### config.mk
export PLATFORM = sky130hd
export DESIGN_NAME = baud_tick_gen
export DESIGN_NICKNAME = d
export VERILOG_FILES = /design/src/rtl/baud_tick_gen.sv
export SDC_FILE = /design/constraint.sdc
export NUM_CORES = 1
export LEC_CHECK = 0
export BUFFER_PORTS_ARGS = -buffer_cell sky130_fd_sc_hd__buf_2
export CAP_MARGIN = 10
export CELL_PAD_IN_SITES_DETAIL_PLACEMENT = 1
export CELL_PAD_IN_SITES_GLOBAL_PLACEMENT = 1
export CORE_ASPECT_RATIO = 1.25
export CORE_UTILIZATION = 47
export CTS_CLUSTER_DIAMETER = 150
export DETAILED_ROUTE_END_ITERATION = 6
export PLACE_DENSITY = 0.78
export SLEW_MARGIN = 5
export SYNTH_ARGS = -nofsm -noshare
export SYNTH_HDL_FRONTEND = slang
export SYNTH_SLANG_ARGS = --single-unit
### constraint.sdc
create_clock -name sys_clk -period 5.15 [get_ports sys_clk]
set_input_delay 0 -clock sys_clk [delete_from_list [all_inputs] [get_ports sys_clk]]
set_output_delay 0 -clock sys_clk [all_outputs]
set_load 0.05 [all_outputs]
### src/rtl/baud_tick_gen.sv
// baud_tick_gen: fractional oversample/bit/mid-bit tick generator for the UART.
// Divisor is shadowed and handed over at a tick boundary; sync_req re-phases RX.
module baud_tick_gen #(
    parameter int unsigned SYS_CLK_FREQ = 100000000,
    parameter int unsigned DEFAULT_BAUD = 9600,
    parameter int unsigned OVERSAMPLE   = 16,
    parameter int unsigned DIV_W        = 16,
    parameter int unsigned FRAC_W       = 4
) (
    input  logic                          sys_clk,
    input  logic                          rst_n,
    input  logic                          en,
    input  logic [DIV_W-1:0]              div_int,
    input  logic [FRAC_W-1:0]             div_frac,
    input  logic                          div_load,
    input  logic                          sync_req,
    output logic                          div_pend,
    output logic                          tick_os,
    output logic                          tick_bit,
    output logic                          tick_mid,
    output logic [$clog2(OVERSAMPLE)-1:0] os_phase
);

    localparam int unsigned PH_W = $clog2(OVERSAMPLE);

    // Reset divisor derived from the clock and default baud rate.
    localparam logic [63:0] TICK_RATE =
        64'(DEFAULT_BAUD) * 64'(OVERSAMPLE);
    localparam logic [63:0] DEF_I_64 =
        64'(SYS_CLK_FREQ) / TICK_RATE;
    localparam logic [63:0] DEF_F_64 =
        (64'(SYS_CLK_FREQ) << FRAC_W) / TICK_RATE;

    localparam logic [DIV_W-1:0]  DEF_INT  = DEF_I_64[DIV_W-1:0];
    localparam logic [FRAC_W-1:0] DEF_FRAC = DEF_F_64[FRAC_W-1:0];

    localparam logic [DIV_W-1:0] DEF_EFF =
        (DEF_INT < DIV_W'(2)) ? DIV_W'(2) : DEF_INT;
    localparam logic [DIV_W-1:0] DEF_CNT = DEF_EFF - DIV_W'(1);

    localparam logic [PH_W-1:0] PH_LAST = PH_W'(OVERSAMPLE - 1);
    localparam logic [PH_W-1:0] PH_MID  = PH_W'(OVERSAMPLE / 2 - 1);

    // Active divisor, used by the running counter.
    logic [DIV_W-1:0]  act_int;
    logic [FRAC_W-1:0] act_frac;

    // Shadow divisor, written by div_load.
    logic [DIV_W-1:0]  sh_int;
    logic [FRAC_W-1:0] sh_frac;

    // Period counter and fractional accumulator.
    logic [DIV_W-1:0]  cnt;
    logic [FRAC_W-1:0] acc;

    // Next-state helpers.
    logic              reload;
    logic              use_sh;
    logic [DIV_W-1:0]  i_sel;
    logic [FRAC_W-1:0] f_sel;
    logic [DIV_W-1:0]  i_eff;
    logic [DIV_W-1:0]  cnt_base;
    logic [FRAC_W:0]   acc_sum;
    logic [DIV_W-1:0]  cnt_reload;

    // Pick the divisor for this edge: the shadow takes over whenever the
    // counter is re-seeded (reload, resync or idle), so a change never
    // truncates or stretches a period already in flight.
    always_comb begin
        reload   = en & ~sync_req & (cnt == '0);
        use_sh   = div_pend & (reload | ~en | sync_req);
        i_sel    = use_sh ? sh_int  : act_int;
        f_sel    = use_sh ? sh_frac : act_frac;
        i_eff    = (i_sel < DIV_W'(2)) ? DIV_W'(2) : i_sel;
        cnt_base = i_eff - DIV_W'(1);
        acc_sum  = {1'b0, acc} + {1'b0, f_sel};
        cnt_reload = cnt_base + DIV_W'(acc_sum[FRAC_W]);
    end

    // Shadow capture and hand-over of the shadow into the active divisor.
    always_ff @(posedge sys_clk or negedge rst_n) begin
        if (!rst_n) begin
            sh_int   <= DEF_INT;
            sh_frac  <= DEF_FRAC;
            act_int  <= DEF_INT;
            act_frac <= DEF_FRAC;
            div_pend <= 1'b0;
        end else begin
            if (use_sh) begin
                act_int  <= sh_int;
                act_frac <= sh_frac;
            end
            if (div_load) begin
                sh_int   <= div_int;
                sh_frac  <= div_frac;
                div_pend <= 1'b1;
            end else if (use_sh) begin
                div_pend <= 1'b0;
            end
        end
    end

    // Period counter, fractional carry and registered tick generation.
    always_ff @(posedge sys_clk or negedge rst_n) begin
        if (!rst_n) begin
            cnt      <= DEF_CNT;
            acc      <= '0;
            os_phase <= '0;
            tick_os  <= 1'b0;
            tick_bit <= 1'b0;
            tick_mid <= 1'b0;
        end else if (!en || sync_req) begin
            cnt      <= cnt_base;
            acc      <= '0;
            os_phase <= '0;
            tick_os  <= 1'b0;
            tick_bit <= 1'b0;
            tick_mid <= 1'b0;
        end else if (reload) begin
            cnt      <= cnt_reload;
            acc      <= acc_sum[FRAC_W-1:0];
            os_phase <= os_phase + PH_W'(1);
            tick_os  <= 1'b1;
            tick_bit <= (os_phase == PH_LAST);
            tick_mid <= (os_phase == PH_MID);
        end else begin
            cnt      <= cnt - DIV_W'(1);
            tick_os  <= 1'b0;
            tick_bit <= 1'b0;
            tick_mid <= 1'b0;
        end
    end

endmodule

==> results by group <==
Critical path
  • Maximum fanout count along the critical path: 14
  • Arrival time of data at the critical path endpoint: 5.10 ns
  • R2r startpoint: cnt[0]$_DFF_PN0_
  • Critical Path RT: 5.38 ns
  • Critical path class: flop to flop
  • Launching element type of the critical path: flop
  • Startpoint of the worst setup timing path: cnt[0]$_DFF_PN0_
  • Endpoint type of the worst setup path: flop

Synthesis
  • Multiplexer share of the synthesized area: 10.2%
  • Post-synthesis instance total: 475
  • Post-synthesis share of cell area spent on xor and xnor gates: 6.54%
  • Unique masters post-synth: 66
  • Sequential fraction of the synthesis area: 38.9%
  • Warnings from Yosys: 0
  • Post-Syn Nets: 511
  • Number of synthesized flops with an enable pin: 0
  • Dominant combinational cell family by area after synthesis: simple AND/OR/NAND/NOR gates
  • Synth Area in Compound Gates: 15.1%
  • Post-synthesis adder-cell area fraction: 3.28%
  • Mapped Avg Cell Area: 9.31 um^2
  • Synthesized area: 4420 um^2
  • Primary flip-flop cell chosen by synthesis mapping: sky130_fd_sc_hd__dfrtp_1
  • Flip-flop and latch count after synthesis: 68
  • Fraction of the mapped netlist area in simple logic gates: 22.4%
  • Async SR Flop Fraction: 100%

Clock tree
  • # clock sinks: 68
  • Clock latency on the worst-skew pair: 0.34 ns
  • Buffers from clock root to sink, at most: 2
  • Max H-tree Level: 3
  • TritonCTS buffer count: 9
  • Cells resized by post-CTS repair: 0
  • CTS tree: done
  • Clock-pin slew of the registers on the worst-case setup and hold paths: 0.06 ns
  • Post-CTS Setup Bufs: 0
  • Clock tree root buffer cell: sky130_fd_sc_hd__clkbuf_16

STA
  • Transition time of the tightest slew-check pin: 0.906 ns
  • Final Setup Violations: 0
  • Layout Skew: 0.00930 ns
  • Final number of max-transition violations: 0
  • Maximum achievable frequency: 0.206 GHz
  • Sum Neg Setup Slack: 0 ns
  • Relative max-transition margin: 39.6%
  • Final Hold Vio Count: 0
  • Post-route minimum period: 4.87 ns
  • Setup repair after global routing missed its margin: no
  • Final worst path period share: 94.5%

Detailed routing
  • Wire length per cell after detailed routing: 19.8 um
  • Total number of vias: 3845
  • DRT Wirelength: 12.9 mm
  • Post-route antenna net violation count: 0
  • Average vias per placed instance: 5.90
  • Initial detailed-routing violation count: 241
  • Number of design rule violations left after detail routing: 0
  • Number of optimization iterations in the first detailed-route pass: 4

Global route
  • GR Util All Layers: 29.4%
  • First-pass GRT wire length: 21.9 mm
  • Maximum number of pins on one net before global-route repair: 69
  • Met2 layer usage reported by global route: 49.8%
  • Initial antenna violation count: 0
  • Routing usage on met1: 36.6%
  • Top Usage Layer GRT: met2
  • Remaining global-route overflow: 0
  • Number of global-route vias before repair: 4227
  • Met3 track demand over resource in global routing: 4.71%

Layout
  • Ratio of cells with drive above 1 in the final layout: 22.1%
  • Post-synthesis to final-layout area growth: 18.0%
  • # diodes: 0
  • Net count of the finished layout: 560
  • Post-Layout Inst Area: 5220 um^2

Placed design
  • RePlAce Congestion: 0.928
  • Sum of net half-perimeters after detailed placement: 8.98 mm
  • Placed cell area: 4690 um^2
  • Count of input and output buffers: 32

Die
  • Initial Utilization: 48.4%
  • DIE HEIGHT: 110 um
  • DIE WIDTH: 88.7 um
  • Floorplan die area: 9800 um^2
  • Core Region: 9130 um^2
  • Number of top-level design ports: 33
  • Number of placement rows: 39

Power and ir drop
  • Leakage Power: 2.18 nW
  • Highest ir drop seen on vdd: 0.269 mV
  • Power per cell area: 344 nW/um^2

Hold path
  • Kind of path behind the tightest hold check: input port to flop
  • Source of the worst hold timing path: div_load

Flow run
  • Number of max-capacitance violations reported: 0

Run status
  • Outcome: finished, final reports clean
cells in the final DEF (no fill, tap or decap), drive strengths merged, types with 6 or more instances in the layout:
cell type,Yosys,layout
inv,9,9
mux2,28,28
nor2,35,35
nand3,14,14
xor2,18,18
clkbuf,18,11
dfrtp,54,54
xnor2,15,15
or3,9,9
dfstp,14,14
nand2b,7,7
mux2i,13,13
o21ai,11,11
nand2,71,71
a21oi,17,17
dlygate4sd3,0,21
o22ai,7,7
a211oi,6,6
buf,8,43
nor3,22,22
or4,9,9
nor4,9,9
ha,10,10
per-stage QoR:
stage | setup WS [ns] | power (mW) | util, % | hold slack (ns) | cells
after floorplan | 0.448 | 0.985 | - | -0.296 | 475
after global placement | 0.397 | 1.09 | 51.4 | 0.231 | 615
after detailed placement | 0.311 | 1.11 | 51.4 | 0.238 | 615
after CTS | 0.274 | 1.80 | 57.2 | 0.185 | 652
after global routing | 0.00329 | 1.89 | 57.2 | 0.214 | 652
final | 0.285 | 1.80 | 57.2 | 0.186 | 652
power by group:
| group | internal, mW | switching (mW) | leakage [nW] |
|---|---|---|---|
| combinational | 0.177 | 0.232 | 1.22 |
| sequential | 0.623 | 0.0974 | 0.810 |
| clock | 0.435 | 0.233 | 0.159 |
worst max-delay path, stage by stage, from the launching register on:
cell	delay, ns
sky130_fd_sc_hd__dfrtp_1	0.39
sky130_fd_sc_hd__inv_1	0.10
sky130_fd_sc_hd__ha_1	0.16
sky130_fd_sc_hd__or4b_4	0.48
sky130_fd_sc_hd__or4_4	0.68
sky130_fd_sc_hd__a21boi_4	0.30
sky130_fd_sc_hd__nand2_1	0.09
sky130_fd_sc_hd__nand2_1	0.09
sky130_fd_sc_hd__ha_1	0.20
sky130_fd_sc_hd__fa_1	0.23
sky130_fd_sc_hd__a21o_1	0.13
sky130_fd_sc_hd__a21o_1	0.14
sky130_fd_sc_hd__ha_1	0.17
sky130_fd_sc_hd__nor2b_1	0.24
sky130_fd_sc_hd__nand2_1	0.09
sky130_fd_sc_hd__mux2_2	0.32
sky130_fd_sc_hd__a211o_1	0.39
sky130_fd_sc_hd__o311a_1	0.36
sky130_fd_sc_hd__a311oi_1	0.20
layer usage:
layer / routed length [um] / vias up
met3: 352 / 20
met2: 6860 / 74
li1: - / 1819
met5: 0 / -
met1: 5410 / 1932
met4: 279 / 0
cell families (layout without fill, tap and decap cells):
group / after synthesis / in the layout
AND/OR/NAND/NOR: 198 / 198
AO/OA/AOI/OAI: 89 / 89
flip-flops: 68 / 68
multiplexers: 41 / 41
buffers and inverters: 35 / 89
XOR/XNOR: 33 / 33
adder cells (fa/ha/maj): 11 / 11
final cells by class:
class | instances | area (um^2)
multi-input cells | 372 | 2540
clock inverters | 5 | 75.1
fillers | 1082 | 3910
repair buffers | 64 | 453
inverters | 9 | 33.8
flip-flops and latches | 68 | 1720
well taps | 123 | 154
clock buffers | 11 | 243
cells in the mapped netlist (4+ instances only):
cell                       instances  area share (%)
sky130_fd_sc_hd__nand4_1           5            0.71
sky130_fd_sc_hd__dfstp_2          14             8.3
sky130_fd_sc_hd__nor2_1           35             3.0
sky130_fd_sc_hd__o211ai_1          5            0.85
sky130_fd_sc_hd__nand2b_1          7            0.99
sky130_fd_sc_hd__inv_1             9            0.76
sky130_fd_sc_hd__clkbuf_1         18             1.5
sky130_fd_sc_hd__a21o_1            4            0.68
sky130_fd_sc_hd__ha_1             10             2.8
sky130_fd_sc_hd__o31ai_1           5            0.85
sky130_fd_sc_hd__dfrtp_1          54              31
sky130_fd_sc_hd__nor3_1           22             2.5
sky130_fd_sc_hd__o21ai_0           8            0.91
sky130_fd_sc_hd__a21oi_1          16             1.8
sky130_fd_sc_hd__o22ai_1           7            0.99
sky130_fd_sc_hd__xnor2_1          15             3.0
sky130_fd_sc_hd__nand3_1          14             1.6
sky130_fd_sc_hd__a211o_1           4            0.79
sky130_fd_sc_hd__nor2b_1           5            0.71
sky130_fd_sc_hd__a211oi_1          5            0.85
sky130_fd_sc_hd__mux2_2           27             6.9
sky130_fd_sc_hd__mux2i_1          13             2.9
sky130_fd_sc_hd__or4_1             6             1.0
sky130_fd_sc_hd__nand2_1          71             6.0
sky130_fd_sc_hd__xor2_1           18             3.6
sky130_fd_sc_hd__or2_2             4            0.57
sky130_fd_sc_hd__or3_1             9             1.3
sky130_fd_sc_hd__nor4_1            7            0.99
registers in the layout (all words and copies together), names as in the netlist:
register,cells
act_int,16
tick_os,1
os_phase,4
tick_bit,1
tick_mid,1
sh_int,16
sh_frac,4
act_frac,4
cnt,16
div_pend,1
acc,4
worst paths after layout:
kind | cells after the start | end | slack [ns]
min | 2 | div_pend$_DFFE_PN0P_ | 0.19
max | 18 | cnt[13]$_DFF_PN0_ | 0.28
max reg2reg | 18 | cnt[13]$_DFF_PN0_ | 0.28
min in group asynchronous | 3 | os_phase[3]$_DFFE_PN0P_ | 0.40
min reg2reg | 1 | tick_mid$_DFF_PN0_ | 0.47
max in group asynchronous | 3 | cnt[13]$_DFF_PN0_ | 4.12
what timing repair did:
action,in CTS,in global routing
endpoints found under the setup margin,0,2
hold buffers,21,0
endpoints found under the hold margin,74,0
No activity file was read; power rests on OpenSTA's default activity.
